`src/rtl/scarf_sram_pkg.sv`:
```
// Shared types and constants for the SCARF external SRAM arbiter.
// Address/data widths, requester count and the controller state encoding.
package scarf_sram_pkg;

    localparam int SRAM_AW = 19;
    localparam int SRAM_DW = 8;
    localparam int NUM_REQ = 3;

    typedef enum logic [1:0] {
        IDLE,
        SETUP,
        ACCESS,
        HOLD
    } state_t;

    // Index of the set bit in a one-hot requester vector (0 when empty).
    function automatic logic [1:0] onehot_idx(input logic [NUM_REQ-1:0] oh);
        logic [1:0] idx;
        idx = 2'd0;
        for (int i = 0; i < NUM_REQ; i++) begin
            if (oh[i]) idx = 2'(i);
        end
        return idx;
    endfunction

endpackage

```
`src/rtl/scarf_sram_prio_arb.sv`:
```
// Combinational winner select: requester 0 wins outright, requesters 1/2
// share by a round-robin pointer (ptr=0 favours 1, ptr=1 favours 2).
module scarf_sram_prio_arb
    import scarf_sram_pkg::*;
(
    input  logic [NUM_REQ-1:0] req,
    input  logic               ptr,
    output logic [NUM_REQ-1:0] win
);

    // Fixed priority for requester 0, pointer tie-break between 1 and 2.
    always_comb begin
        win = '0;
        if (req[0]) begin
            win = 3'b001;
        end else if (req[1] && req[2]) begin
            win = ptr ? 3'b100 : 3'b010;
        end else if (req[1]) begin
            win = 3'b010;
        end else if (req[2]) begin
            win = 3'b100;
        end
    end

endmodule

```
`src/rtl/scarf_sram_arbiter.sv`:
```
// Three-port arbiter and strobe sequencer for the asynchronous external SRAM.
// Each transaction runs SETUP, ACCESS (ACCESS_CYCLES long) and HOLD.
module scarf_sram_arbiter
    import scarf_sram_pkg::*;
#(
    parameter int ACCESS_CYCLES = 4
) (
    input  logic                              clk,
    input  logic                              reset,
    input  logic [NUM_REQ-1:0]                req,
    input  logic [NUM_REQ-1:0]                req_rnw,
    input  logic [NUM_REQ-1:0][SRAM_AW-1:0]   req_addr,
    input  logic [NUM_REQ-1:0][SRAM_DW-1:0]   req_wdata,
    output logic [NUM_REQ-1:0]                gnt,
    output logic [NUM_REQ-1:0]                done,
    output logic [SRAM_DW-1:0]                rdata,
    input  logic [SRAM_DW-1:0]                sram_din,
    output logic [SRAM_DW-1:0]                sram_dout,
    output logic                              sram_dout_en,
    output logic [SRAM_AW-1:0]                sram_addr,
    output logic                              sram_cen,
    output logic                              sram_oen,
    output logic                              sram_wen,
    output logic                              busy
);

    localparam logic [3:0] CNT_LOAD = 4'(ACCESS_CYCLES - 1);

    state_t               state;
    logic [3:0]           cnt;
    logic                 rr_ptr;
    logic                 rnw_q;
    logic [NUM_REQ-1:0]   owner;
    logic [NUM_REQ-1:0]   win;
    logic [1:0]           widx;
    logic                 arb_ok;

    scarf_sram_prio_arb u_prio (
        .req (req),
        .ptr (rr_ptr),
        .win (win)
    );

    assign arb_ok = !reset && (state == IDLE || state == HOLD);
    assign gnt    = arb_ok ? win : '0;
    assign widx   = onehot_idx(win);
    assign busy   = (state != IDLE);

    // Sequencer: outputs are registered for the state being entered.
    always_ff @(posedge clk) begin
        if (reset) begin
            state        <= IDLE;
            cnt          <= '0;
            rr_ptr       <= 1'b0;
            rnw_q        <= 1'b1;
            owner        <= '0;
            done         <= '0;
            rdata        <= '0;
            sram_addr    <= '0;
            sram_dout    <= '0;
            sram_dout_en <= 1'b0;
            sram_cen     <= 1'b1;
            sram_oen     <= 1'b1;
            sram_wen     <= 1'b1;
        end else begin
            done <= '0;
            unique case (state)
                IDLE, HOLD: begin
                    sram_oen     <= 1'b1;
                    sram_wen     <= 1'b1;
                    sram_dout_en <= 1'b0;
                    if (|win) begin
                        state     <= SETUP;
                        rnw_q     <= req_rnw[widx];
                        sram_addr <= req_addr[widx];
                        sram_dout <= req_wdata[widx];
                        owner     <= win;
                        sram_cen  <= 1'b0;
                        if (win[1]) begin
                            rr_ptr <= 1'b1;
                        end else if (win[2]) begin
                            rr_ptr <= 1'b0;
                        end
                    end else begin
                        state    <= IDLE;
                        sram_cen <= 1'b1;
                    end
                end
                SETUP: begin
                    state        <= ACCESS;
                    cnt          <= CNT_LOAD;
                    sram_oen     <= !rnw_q;
                    sram_wen     <= rnw_q;
                    sram_dout_en <= !rnw_q;
                end
                ACCESS: begin
                    if (cnt == 4'd0) begin
                        state    <= HOLD;
                        sram_oen <= 1'b1;
                        sram_wen <= 1'b1;
                        done     <= owner;
                        if (rnw_q) rdata <= sram_din;
                    end else begin
                        cnt <= cnt - 4'd1;
                    end
                end
                default: begin
                    state <= IDLE;
                end
            endcase
        end
    end

endmodule

```
`config.mk`:
```
export PLATFORM = sky130hd
export DESIGN_NAME = scarf_sram_arbiter
export DESIGN_NICKNAME = d
export VERILOG_FILES = /design/src/rtl/scarf_sram_pkg.sv /design/src/rtl/scarf_sram_prio_arb.sv /design/src/rtl/scarf_sram_arbiter.sv
export SDC_FILE = /design/constraint.sdc
export NUM_CORES = 1
export LEC_CHECK = 0
export ABC_AREA = 1
export BUFFER_PORTS_ARGS = -buffer_cell sky130_fd_sc_hd__buf_2
export CAP_MARGIN = 10
export CORE_ASPECT_RATIO = 0.6
export CORE_UTILIZATION = 48
export DETAILED_ROUTE_END_ITERATION = 8
export HOLD_SLACK_MARGIN = 0.03
export PLACE_DENSITY_LB_ADDON = 0.05
export SYNTH_ARGS = -nofsm -noshare
export SYNTH_HDL_FRONTEND = slang
export SYNTH_HIERARCHICAL = 1
export SYNTH_SLANG_ARGS = --single-unit
```
`constraint.sdc`:
```
create_clock -name clk -period 3 [get_ports clk]
set_input_delay 0.6 -clock clk [delete_from_list [all_inputs] [get_ports clk]]
set_output_delay 0.6 -clock clk [all_outputs]
set_load 0.1 [all_outputs]
```
After elaboration in Yosys (flattened, before gate mapping)

Cells that the tools add are included.

Reduce and logical (&&, ||, !) cells: 18
$add $sub $neg: 1
Equal/unequal tests: 5
Magnitude comparators: 1
Bitwise logic cells: 2
Multiplexer cells: 26

Operators by type and width:

| kind                                                       | count |
|---|---|
| binary-select mux 19 bit (select 2 bit)                    | 1 |
| 2-to-1 mux 19 bit                                          | 1 |
| 2-to-1 mux 3 bit                                           | 6 |
| binary-select mux 8 bit (select 2 bit)                     | 1 |
| 2-to-1 mux 8 bit                                           | 1 |
| case mux 4 bit (2 select lines)                            | 1 |
| nonzero test 2 bit                                         | 4 |
| 2-to-1 mux 1 bit                                           | 7 |
| case mux 1 bit (3 select lines)                            | 2 |
| case mux 2 bit (3 select lines)                            | 1 |
| AND reduction 3 bit                                        | 2 |
| OR reduction 3 bit                                         | 2 |
| == test 2 bit, second input constant                       | 2 |
| logical NOT 4 bit                                          | 1 |
| 2-to-1 mux 2 bit                                           | 2 |
| 2-to-1 mux 4 bit                                           | 1 |
| inequality test 2 bit, second input constant               | 2 |
| AND reduction 2 bit                                        | 2 |
| subtractor 4 x 1 -> 4 bit, second input constant           | 1 |
| less-than comparator 2 x 3 -> 1 bit, second input constant | 1 |
| binary-select mux 1 bit (select 2 bit)                     | 1 |
| == test 2 x 1 -> 1 bit, second input constant              | 1 |
| logical AND 1 bit                                          | 2 |
| logical NOT 1 bit                                          | 2 |
| other kinds (5)                                            | 6 |

Input port bits: 97
Output and inout bits: 46
Word-level logic and storage cells: 66
Bits in registers: 53

Longest topological paths before layout

Gate-level depths: netlist of the first run.

Word-level depth: 8
Depth in mapped cells: 10

Cells and area by module

Netlist of the first run, hierarchy kept.

By module, submodules not included:

| module              | instances | cells each | area each (um^2) |
|---|---|---|---|
| scarf_sram_arbiter  | 1         | 378        | 2508.7 |
| scarf_sram_prio_arb | 1         | 10         | 41.3 |

Least setup slack after synthesis of the first run

Ideal clock, no wire load.

Path type: in2out
From: input port req[0]
To: output port gnt[2]
Stages on the path: 7
Arrival time: 2636 ps
Buffers on the path: 2
Slack: -236 ps
Cells stage by stage: inv_2 nand2_1 nor2_1 buf_4 buf_4 inv_1 nor2_1

Cells in the longest elaborated chain, start to end: 2

RTL lines:

| element          | RTL line                  | RTL |
|---|---|---|
| from (decl)      | scarf_sram_arbiter.sv:10  | `input logic [NUM_REQ-1:0] req,` |
| 2-to-1 mux 3 bit | scarf_sram_prio_arb.sv:14 | `if (req[0]) begin` |
| named net win[2] | scarf_sram_arbiter.sv:34  | `logic [NUM_REQ-1:0] win;` |
| 2-to-1 mux 3 bit | scarf_sram_arbiter.sv:45  | `assign gnt = arb_ok ? win : '0;` |
| to (decl)        | scarf_sram_arbiter.sv:14  | `output logic [NUM_REQ-1:0] gnt,` |

The timed path passes the listed nets, and every way through them passes these cells.

Worst setup path after layout of the first run

From: register state[1]
To: output port gnt[0]

Cells in the longest elaborated chain, start to end: 4
Elaborated cells between the ends (all ways): 5
Classes of those cells: eq/ne: 1; mux: 1; reduce/logical: 3

RTL lines:

| element                                            | RTL line                 | RTL |
|---|---|---|
| from (decl)                                        | scarf_sram_arbiter.sv:29 | `state_t state;` |
| from (signal assigned)                             | scarf_sram_arbiter.sv:52 | `state <= IDLE;` |
| from (signal assigned)                             | scarf_sram_arbiter.sv:73 | `state <= SETUP;` |
| from (signal assigned)                             | scarf_sram_arbiter.sv:85 | `state <= IDLE;` |
| == test 2 bit or logical NOT 2 bit (tied branches) | scarf_sram_arbiter.sv:44 | `assign arb_ok = !reset && (state == IDLE \|\| state == HOLD);` |
| logical OR 1 bit (*)                               | scarf_sram_arbiter.sv:44 |  |
| logical AND 1 bit (*)                              | scarf_sram_arbiter.sv:44 |  |
| 2-to-1 mux 3 bit (*)                               | scarf_sram_arbiter.sv:45 |  |

Mark *: on every way between the ends. The rest lies on a longest branch, timed or not.

==> run metrics, run 1 <==
hold path cells=2; wire per inst=roughly 12 microns; r2r setup slk=roughly 1000 ps; Mean Syn Cell Area=~6.6 sq um; post_cts resized=0; switching share of power=0.606; Reg power frac=0.270; PortBufs=roughly 140; IO Count=~140; Setup Skew=between 6 and 7 ps; core area=5080 sq um; max_slew headroom=0.568; setup bufs post-CTS=0; CP arrival=1910 ps; Starting Density=0.502; status=finished clean; fin cells=between 500 and 600; Overflow after GRT=0; Min Clock Period, post-route=between 2000 and 3000 ps; total CTS buffers=5; placer congestion estimate=between 0.7 and 0.8; Post-Syn Instances=388; Mapped Area=2550 sq um; CTS tree=built; remaining antenna violation count after routing=0; Achievable Freq=approximately 400 MHz; post-synth net total=approximately 500; FP Rows=20; initial antenna violation count=0; sw power=2.32 mW; Setup crit start kind=register; Comb power frac=0.628; Iter 0 DRT Violations=97; fin crit share=0.835; vias in the first global route=around 2500; area of the multi-input gates=between 1000 and 1500 sq um; setup_tns=0 ps; Worst-Margin Slew=between 600 and 700 ps; clk buf depth=2; final count of pins violating max slew=0; drt first pass iters=4; Leak=approximately 1.8 nW; Post-CTS Hold Fix Bufs=0; Die W=96.1 microns; Yosys Warn Count=6; Yosys cell types=21; GR Util All Layers=0.251; DR vias=~2900; Max Cap Viol=0; full die area=~5600 sq um; PnR Total Power=3.83 mW; setup ws final=around 500 ps; Worst EP required=about 2400 ps; Worst Hold Class=reg2reg; Via density=approximately 4.9; layout net count=~620; largest net degree at the start of global routing=32; post-synthesis sequential area ratio=0.416; final design utilization=0.660; reg2reg path depth=8; Reg clk slew, reported paths=approximately 90 ps; hpwl dp=approximately 5200 microns; layout cell share with drive strength beyond 1=0.316; CP Max Fanout=4; setup violators final=0; flip-flop and latch area=1060 sq um; routed wire length=between 6000 and 7000 microns; Fin. Hold Viols=0; fill count=485; Pint=roughly 1.5 mW; CTS root buffer=clkbuf_8; synthesis-to-finish area growth=31.6%; clock latency on the worst-skew pair=~300 ps; dpl cells=580; diodes inserted=0; Peak VDD IR=around 0.47 mV; number of remaining DRC errors=0; first-pass GRT wire length=about 11000 microns; clk sinks=53; Yosys reg bits=53; cell area power density=1140 nW/um^2; pre-CTS WS=~610 ps; Clock Power Share=0.102; H-tree depth=2; CP endpoint kind=output pin; CP Class=reg2out; die span in y=58.5 microns; RSZ-0062 raised after global routing=false
layer usage:
layer  GRT usage  part of all wire
met1       0.340              0.49
met3      0.0568             0.069
met2       0.417              0.44
met5           0                 0
met4      0.0448            0.0050
state kept, by name, indices dropped and copies added, names as in the netlist:
name / cells
cnt: 4
sram_dout_en: 1
sram_oen: 1
sram_cen: 1
rr_ptr: 1
state: 2
done: 3
rnw_q: 1
rdata: 8
sram_addr: 19
owner: 3
sram_wen: 1
sram_dout: 8
kinds of logic after synthesis:
family | synth area share
and+or+nand+nor | 0.369
AOI/OAI and AO/OA | 0.106
DFF | 0.416
buffers and inverters | 0.0760
adders and majority gates | 0.0294
xor gates and xnor gates | 0.00344
final cells by class:
cell class                      count  area share
Clock inverter                      3     0.00522
Timing Repair Buffer              146       0.221
Multi-Input combinational cell    293       0.388
Sequential cell                    53       0.316
Inverter                           22      0.0250
Tap cell                           66      0.0246
Clock buffer                        5      0.0205
power groups by stage:
stage          Clock, mW  Sequential, mW  Combinational [mW]
2_1_floorplan          0            2.24               0.815
3_3_place_gp           0            1.04                2.39
3_5_place_dp           0            1.05                2.41
4_1_cts            0.400            1.03                2.41
5_1_grt            0.429            1.06                2.55
6_report           0.390            1.04                2.41
cells in the final DEF (no fill, tap or decap):
cell type   count
nand3_1        34
ha_1            6
buf_4           4
xor2_1          1
nor2_2          4
a21oi_1        15
clkinv_2        3
nand2_2         1
buf_2         142
o21ai_0        12
nand4_2         1
o211ai_1        1
o22ai_1         2
nor2_4          1
inv_2           3
clkbuf_8        5
o21ai_1        23
nand2_1       127
dfxtp_1        53
nor2_1         65
inv_1          18
clkinvlp_4      1
critical path, stage by stage, from the launching register on:
cell and delay, ps:
dfxtp_1 400, inv_1 80, ha_1 320, nor2_1 140, inv_1 110, nor2_1 110, buf_2 440
path summary, 6_finish.rpt:
check                               to                   from
max                             gnt[0]  state[1]$_SDFFE_PP0P_
min                 done[2]$_SDFF_PP0_  owner[2]$_SDFFE_PP0P_
max reg2reg  sram_dout[6]$_SDFFE_PP0P_  state[1]$_SDFFE_PP0P_
min reg2reg         done[2]$_SDFF_PP0_  owner[2]$_SDFFE_PP0P_
metrics by stage:
| step | instance area [sq um] | hold slack, ps |
|---|---|---|
| floorplan | 2550 | 428 |
| global placement | 3270 | 440 |
| detailed placement | 3270 | 447 |
| CTS | 3350 | 467 |
| global route | 3350 | 481 |
| finish | 3350 | 463 |
cells in the mapped netlist:
library cell	count	area, sq um
a21oi_1	15	75.1
buf_2	7	35.0
buf_4	7	52.6
clkbuf_1	6	22.5
clkinv_2	1	5.00
dfxtp_1	53	1060
ha_1	6	75.1
inv_1	18	67.6
inv_2	3	11.3
nand2_1	127	477
nand2_2	1	6.26
nand3_1	34	170
nand4_2	1	12.5
nor2_1	67	251
nor2_2	2	12.5
nor2_4	1	11.3
o211ai_1	1	7.51
o21ai_0	12	60.1
o21ai_1	23	115
o22ai_1	2	12.5
xor2_1	1	8.76
(Power assumes the default switching activity.)
==> inputs of run 2 (changes only) <==
--- a/config.mk
+++ b/config.mk
@@ -5,11 +5,11 @@
 export SDC_FILE = /design/constraint.sdc
 export NUM_CORES = 1
 export LEC_CHECK = 0
-export ABC_AREA = 1
+export ABC_AREA = 0
 export BUFFER_PORTS_ARGS = -buffer_cell sky130_fd_sc_hd__buf_2
 export CAP_MARGIN = 10
 export CORE_ASPECT_RATIO = 0.6
-export CORE_UTILIZATION = 48
+export CORE_UTILIZATION = 45
 export DETAILED_ROUTE_END_ITERATION = 8
 export HOLD_SLACK_MARGIN = 0.03
 export PLACE_DENSITY_LB_ADDON = 0.05
==> constraint.sdc (replaced) <==
create_clock -name clk -period 2.5 [get_ports clk]
set_input_delay 0.5 -clock clk [delete_from_list [all_inputs] [get_ports clk]]
set_output_delay 0.5 -clock clk [all_outputs]
set_load 0.1 [all_outputs]
==> run metrics, run 2 <==
status=finished clean; Iter 0 DRT Violations=87; Via density=about 4.9; full die area=just over 6000 sq um; fin crit share=0.950; Starting Density=0.467; post-synthesis sequential area ratio=0.406; layout cell share with drive strength beyond 1=0.390; cell area power density=between 1000 and 1500 nW/um^2; commonest non-fill, non-tap cell in the layout=buf_2; DR vias=between 2000 and 2500; Yosys reg bits=between 50 and 60; Peak VDD IR=0.558 mV; CTS root buffer=clkbuf_8; IO Count=143; number of remaining DRC errors=0; RSZ-0062 raised after global routing=false; Worst-Margin Slew=roughly 960 ps; remaining antenna violation count after routing=0; fill count=517; post_cts resized=0; dominant synthesized flop cell=dfxtp_1; drt first pass iters=4; Mean Syn Cell Area=slightly above 9 sq um; Regs by FF count=sram_addr x19, rdata x8, sram_dout x8; CP Class=reg2out; Synth area leaders=dfxtp_1 41%, mux2i_1 14%, a22o_1 9.0%; GR Util All Layers=0.199; die span in y=between 60 and 70 microns; H-tree depth=2; setup_tns=0 ps; first-pass GRT wire length=9490 microns; hold path cells=3; total CTS buffers=5; Yosys Warn Count=6; wire per inst=12.6 microns; final count of pins violating max slew=0; PortBufs=142; FFs w/ async S/R, synth=0; Post-synth EDFFs=0; reg2reg path depth=4; Worst EP required=2000 ps; CP arrival=approximately 1900 ps; core area=5600 sq um; CP Cell Sequence=inv_1 > ha_1 > nor2_1 > and2_1 > clkbuf_4; diodes inserted=0; Setup Skew=around 7.4 ps; Critical Path Max Stage Delay=450 ps; Synth area leader=dfxtp_1; CP endpoint kind=output pin; post-synth net total=392; Overflow after GRT=0; Top reg by flops=sram_addr; Mapped Area=2620 sq um; clk buf depth=2; placer congestion estimate=0.785; initial antenna violation count=0; Setup crit start kind=register; setup bufs post-CTS=0; Post-CTS Hold Fix Bufs=0; CTS tree=built; Min Clock Period, post-route=approximately 2400 ps; pre-CTS WS=~350 ps; Synth top cells by count=53 x dfxtp_1, 48 x nand2_1, 37 x mux2i_1; routed wire length=about 6300 microns; hpwl dp=between 4000 and 5000 microns; Reg clk slew, reported paths=about 90 ps; Max stage delay cell, worst path=ha_1; Max Cap Viol=0; Leak=roughly 1.6 nW; layout net count=roughly 520; Die W=100 microns; most common cell in the synthesized netlist=dfxtp_1; setup ws final=126 ps; max_slew headroom=0.361; max reg flops=19; largest net degree at the start of global routing=43; Fin. Hold Viols=0; clk sinks=53; Post-Syn Instances=289; vias in the first global route=between 2000 and 2500; Worst Hold Class=in2reg; top-area cell type share of the netlist area=0.406; CP Max Fanout=9; synthesis-to-finish area growth=33.4%; FP Rows=21; most frequent cells in the layout=139 x buf_2, 53 x dfxtp_1, 48 x nand2_1; dpl cells=494; Achievable Freq=approximately 420 MHz; fin cells=between 500 and 600; clock latency on the worst-skew pair=300 ps; setup violators final=0; Yosys cell types=between 40 and 50
-- run 2: changes by cell type in the layout (fill, tap and decap cells not counted), sizes merged, moves of 10 or more --
cell / delta
nand2: -80
nor2: -59
mux2i: +37
nand3: -33
a22o: +27
inv: -10
-- run 2: cells by family after synthesis --
kind of cell             synth area share
AO/OA/AOI/OAI                       0.209
buffers and inverters              0.0641
multiplexers                        0.142
flip-flops                          0.406
adder cells (fa/ha/maj)            0.0287
AND/OR/NAND/NOR                     0.151
-- run 2: path summary, 6_finish.rpt --
path	from	end	slack, ps
min	sram_din[0]	rdata[0]$_SDFFE_PP0P_	440
max	state[0]$_SDFFE_PP0P_	gnt[0]	130
min reg2reg	owner[1]$_SDFFE_PP0P_	done[1]$_SDFF_PP0_	440
max reg2reg	state[0]$_SDFFE_PP0P_	sram_dout[6]$_SDFFE_PP0P_	430
-- run 2: area by class of cell --
| class | instances | area [sq um] | area share |
|---|---|---|---|
| clock buffer | 7 | 86.3 | 0.0247 |
| inverter | 11 | 41.3 | 0.0118 |
| multi-input combinational | 202 | 1410 | 0.405 |
| sequential | 53 | 1060 | 0.304 |
| tap | 80 | 100 | 0.0287 |
| timing repair buffer | 148 | 788 | 0.226 |
-- run 2: through the flow --
| stage | util | power (mW) | hold WS [ps] | cell area [sq um] |
|---|---|---|---|---|
| finish | 0.624 | 4.05 | 439 | 3490 |
| global route | 0.624 | 4.24 | 438 | 3490 |
| CTS | 0.623 | 4.07 | 432 | 3490 |
| detailed placement | 0.608 | 3.59 | 431 | 3400 |
| global placement | 0.608 | 3.57 | 436 | 3400 |
| floorplan | - | 3.17 | 419 | 2630 |
-- run 2: metal layers --
layer / vias up / wire length (microns) / GRT usage
met4: 0 / 42 / 0.0497
met3: 4 / 521 / 0.0670
li1: 1280 / - / -
met1: 1080 / 3050 / 0.269
met2: 94 / 2680 / 0.313
met5: - / 0 / 0
-- run 2: where the power goes --
group / internal [mW] / leakage (nW) / switching, mW / total [mW]
Sequential: 1.06 / 0.434 / 0.114 / 1.17
Combinational: 0.545 / 1.17 / 1.85 / 2.40
Clock: 0.220 / 0.0443 / 0.258 / 0.479
Total: 1.82 / 1.65 / 2.22 / 4.05
-- run 2: worst max-delay path, delay by kind of cell, from the launching register on --
family | cells | cell delay (ps)
adders and majority gates | 1 | 450
buffers and inverters | 2 | 420
and+or+nand+nor | 2 | 340
DFF | 1 | 370
==> inputs of run 3 (changes only) <==
--- a/config.mk
+++ b/config.mk
@@ -6,6 +6,7 @@
 export NUM_CORES = 1
 export LEC_CHECK = 0
 export ABC_AREA = 0
+export ABC_CLOCK_PERIOD_IN_PS = 2500
 export BUFFER_PORTS_ARGS = -buffer_cell sky130_fd_sc_hd__buf_2
 export CAP_MARGIN = 10
 export CORE_ASPECT_RATIO = 0.6
@@ -13,6 +14,8 @@
 export DETAILED_ROUTE_END_ITERATION = 8
 export HOLD_SLACK_MARGIN = 0.03
 export PLACE_DENSITY_LB_ADDON = 0.05
+export RECOVER_POWER = 50
+export SLEW_MARGIN = 20
 export SYNTH_ARGS = -nofsm -noshare
 export SYNTH_HDL_FRONTEND = slang
 export SYNTH_HIERARCHICAL = 1
==> run metrics, run 3 (synthesis gave the netlist of run 2 again) <==
setup bufs post-CTS=0; Top reg by flops=sram_addr; post_cts resized=0; commonest non-fill, non-tap cell in the layout=buf_2; drt first pass iters=4; total CTS buffers=5; PortBufs=between 100 and 150; wire per inst=roughly 13 microns; full die area=slightly above 6000 sq um; min-delay src=owner[1]$_SDFFE_PP0P_; final count of pins violating max slew=0; diodes inserted=0; die span in y=approximately 61 microns; Fin. Hold Viols=0; Min Clock Period, post-route=between 2000 and 2500 ps; Achievable Freq=~420 MHz; vias in the first global route=~2000; CP Max Fanout=9; switching share of power=0.558; GR Util All Layers=0.199; Via density=4.93; H-tree depth=2; Setup Skew=7.20 ps; reg2reg start=state[0]$_SDFFE_PP0P_; critical path startpoint=state[0]$_SDFFE_PP0P_; flip-flop and latch area=1060 sq um; fill count=between 500 and 600; Reg power frac=0.294; hpwl dp=just under 5000 microns; area of the multi-input gates=between 1000 and 1500 sq um; Worst EP required=approximately 2000 ps; placer congestion estimate=between 0.7 and 0.8; pre-CTS WS=350 ps; setup ws final=between 100 and 150 ps; max_slew headroom=0.202; clock latency on the worst-skew pair=approximately 300 ps; fin cells=approximately 500; Starting Density=0.467; setup violators final=0; Peak VDD IR=~0.53 mV; CTS tree=built; PnR Total Power=approximately 4 mW; Max Cap Viol=0; most frequent cells in the layout=100 x buf_2, 53 x dfxtp_1, 48 x nand2_1; Setup crit start kind=register; first-pass GRT wire length=approximately 9500 microns; max reg flops=19; routed wire length=around 6300 microns; setup_tns=0 ps; remaining antenna violation count after routing=0; Post-CTS Hold Fix Bufs=0; final instance area=3430 sq um; clk buf depth=2; clk sinks=between 50 and 60; FP Rows=21; Min Hold Slack=roughly 440 ps; Post-DP Area=around 3400 sq um; number of remaining DRC errors=0; cell area power density=roughly 1200 nW/um^2; layout cell share with drive strength beyond 1=0.292; Iter 0 DRT Violations=between 80 and 90; CTS root buffer=clkbuf_8; Clock Power Share=0.120; Comb power frac=0.586; Leak=1.49 nW; CP endpoint kind=output pin; core area=5600 sq um; status=finished clean; RSZ-0062 raised after global routing=false; Overflow after GRT=0; sw power=around 2.2 mW; Worst-Margin Slew=around 1200 ps; DR vias=between 2000 and 2500; CP Class=reg2out; IO Count=around 140; synthesis-to-finish area growth=31.3%; initial antenna violation count=0; CP arrival=about 1900 ps; layout net count=524; Pint=~1.8 mW; largest net degree at the start of global routing=between 40 and 50; Die W=about 100 microns; final design utilization=0.614; Worst Hold Class=reg2reg; Reg clk slew, reported paths=90 ps; Regs by FF count=sram_addr x19, rdata x8, sram_dout x8; dpl cells=494; fin crit share=0.951
[run 3: cell count changes in the layout (fill, tap and decap cells not counted)]
cell,previous run,this run
or3b_4,1,0
or3b_1,0,1
buf_4,6,5
clkbuf_1,1,41
buf_2,139,100
[run 3: final timing paths]
path | end | slack (ps) | cells past startpoint
hold / removal | done[1]$_SDFF_PP0_ | 440 | 2
setup reg to reg | sram_dout[6]$_SDFFE_PP0P_ | 420 | 4
hold reg to reg | done[1]$_SDFF_PP0_ | 440 | 2
setup / recovery | gnt[0] | 120 | 5
[run 3: per-layer routing]
metal | vias up | global-route usage | share of wire
li1 | 1283 | - | -
met2 | 93 | 0.313 | 0.43
met5 | - | 0 | 0
met4 | 0 | 0.0497 | 0.0067
met3 | 4 | 0.0670 | 0.081
met1 | 1089 | 0.269 | 0.49
[run 3: area by class of cell]
| type | instances | area share |
|---|---|---|
| Inverter | 11 | 0.0120 |
| Tap cell | 80 | 0.0291 |
| Clock buffer | 7 | 0.0251 |
| Timing Repair Buffer | 148 | 0.214 |
| Multi-Input combinational cell | 202 | 0.411 |
| Sequential cell | 53 | 0.309 |
[run 3: power groups by stage]
stage | clock network [mW] | logic [mW] | registers [mW]
final | 0.479 | 2.34 | 1.17
after floorplan | 0 | 0.883 | 2.29
after detailed placement | 0 | 2.40 | 1.18
after CTS | 0.496 | 2.41 | 1.17
after global placement | 0 | 2.38 | 1.19
after global routing | 0.521 | 2.47 | 1.19
[run 3: worst max-delay path, stage by stage, from the launching register on]
cell	delay [ps]
dfxtp_1	370
inv_1	90
ha_1	450
nor2_1	190
and2_1	150
clkbuf_4	330
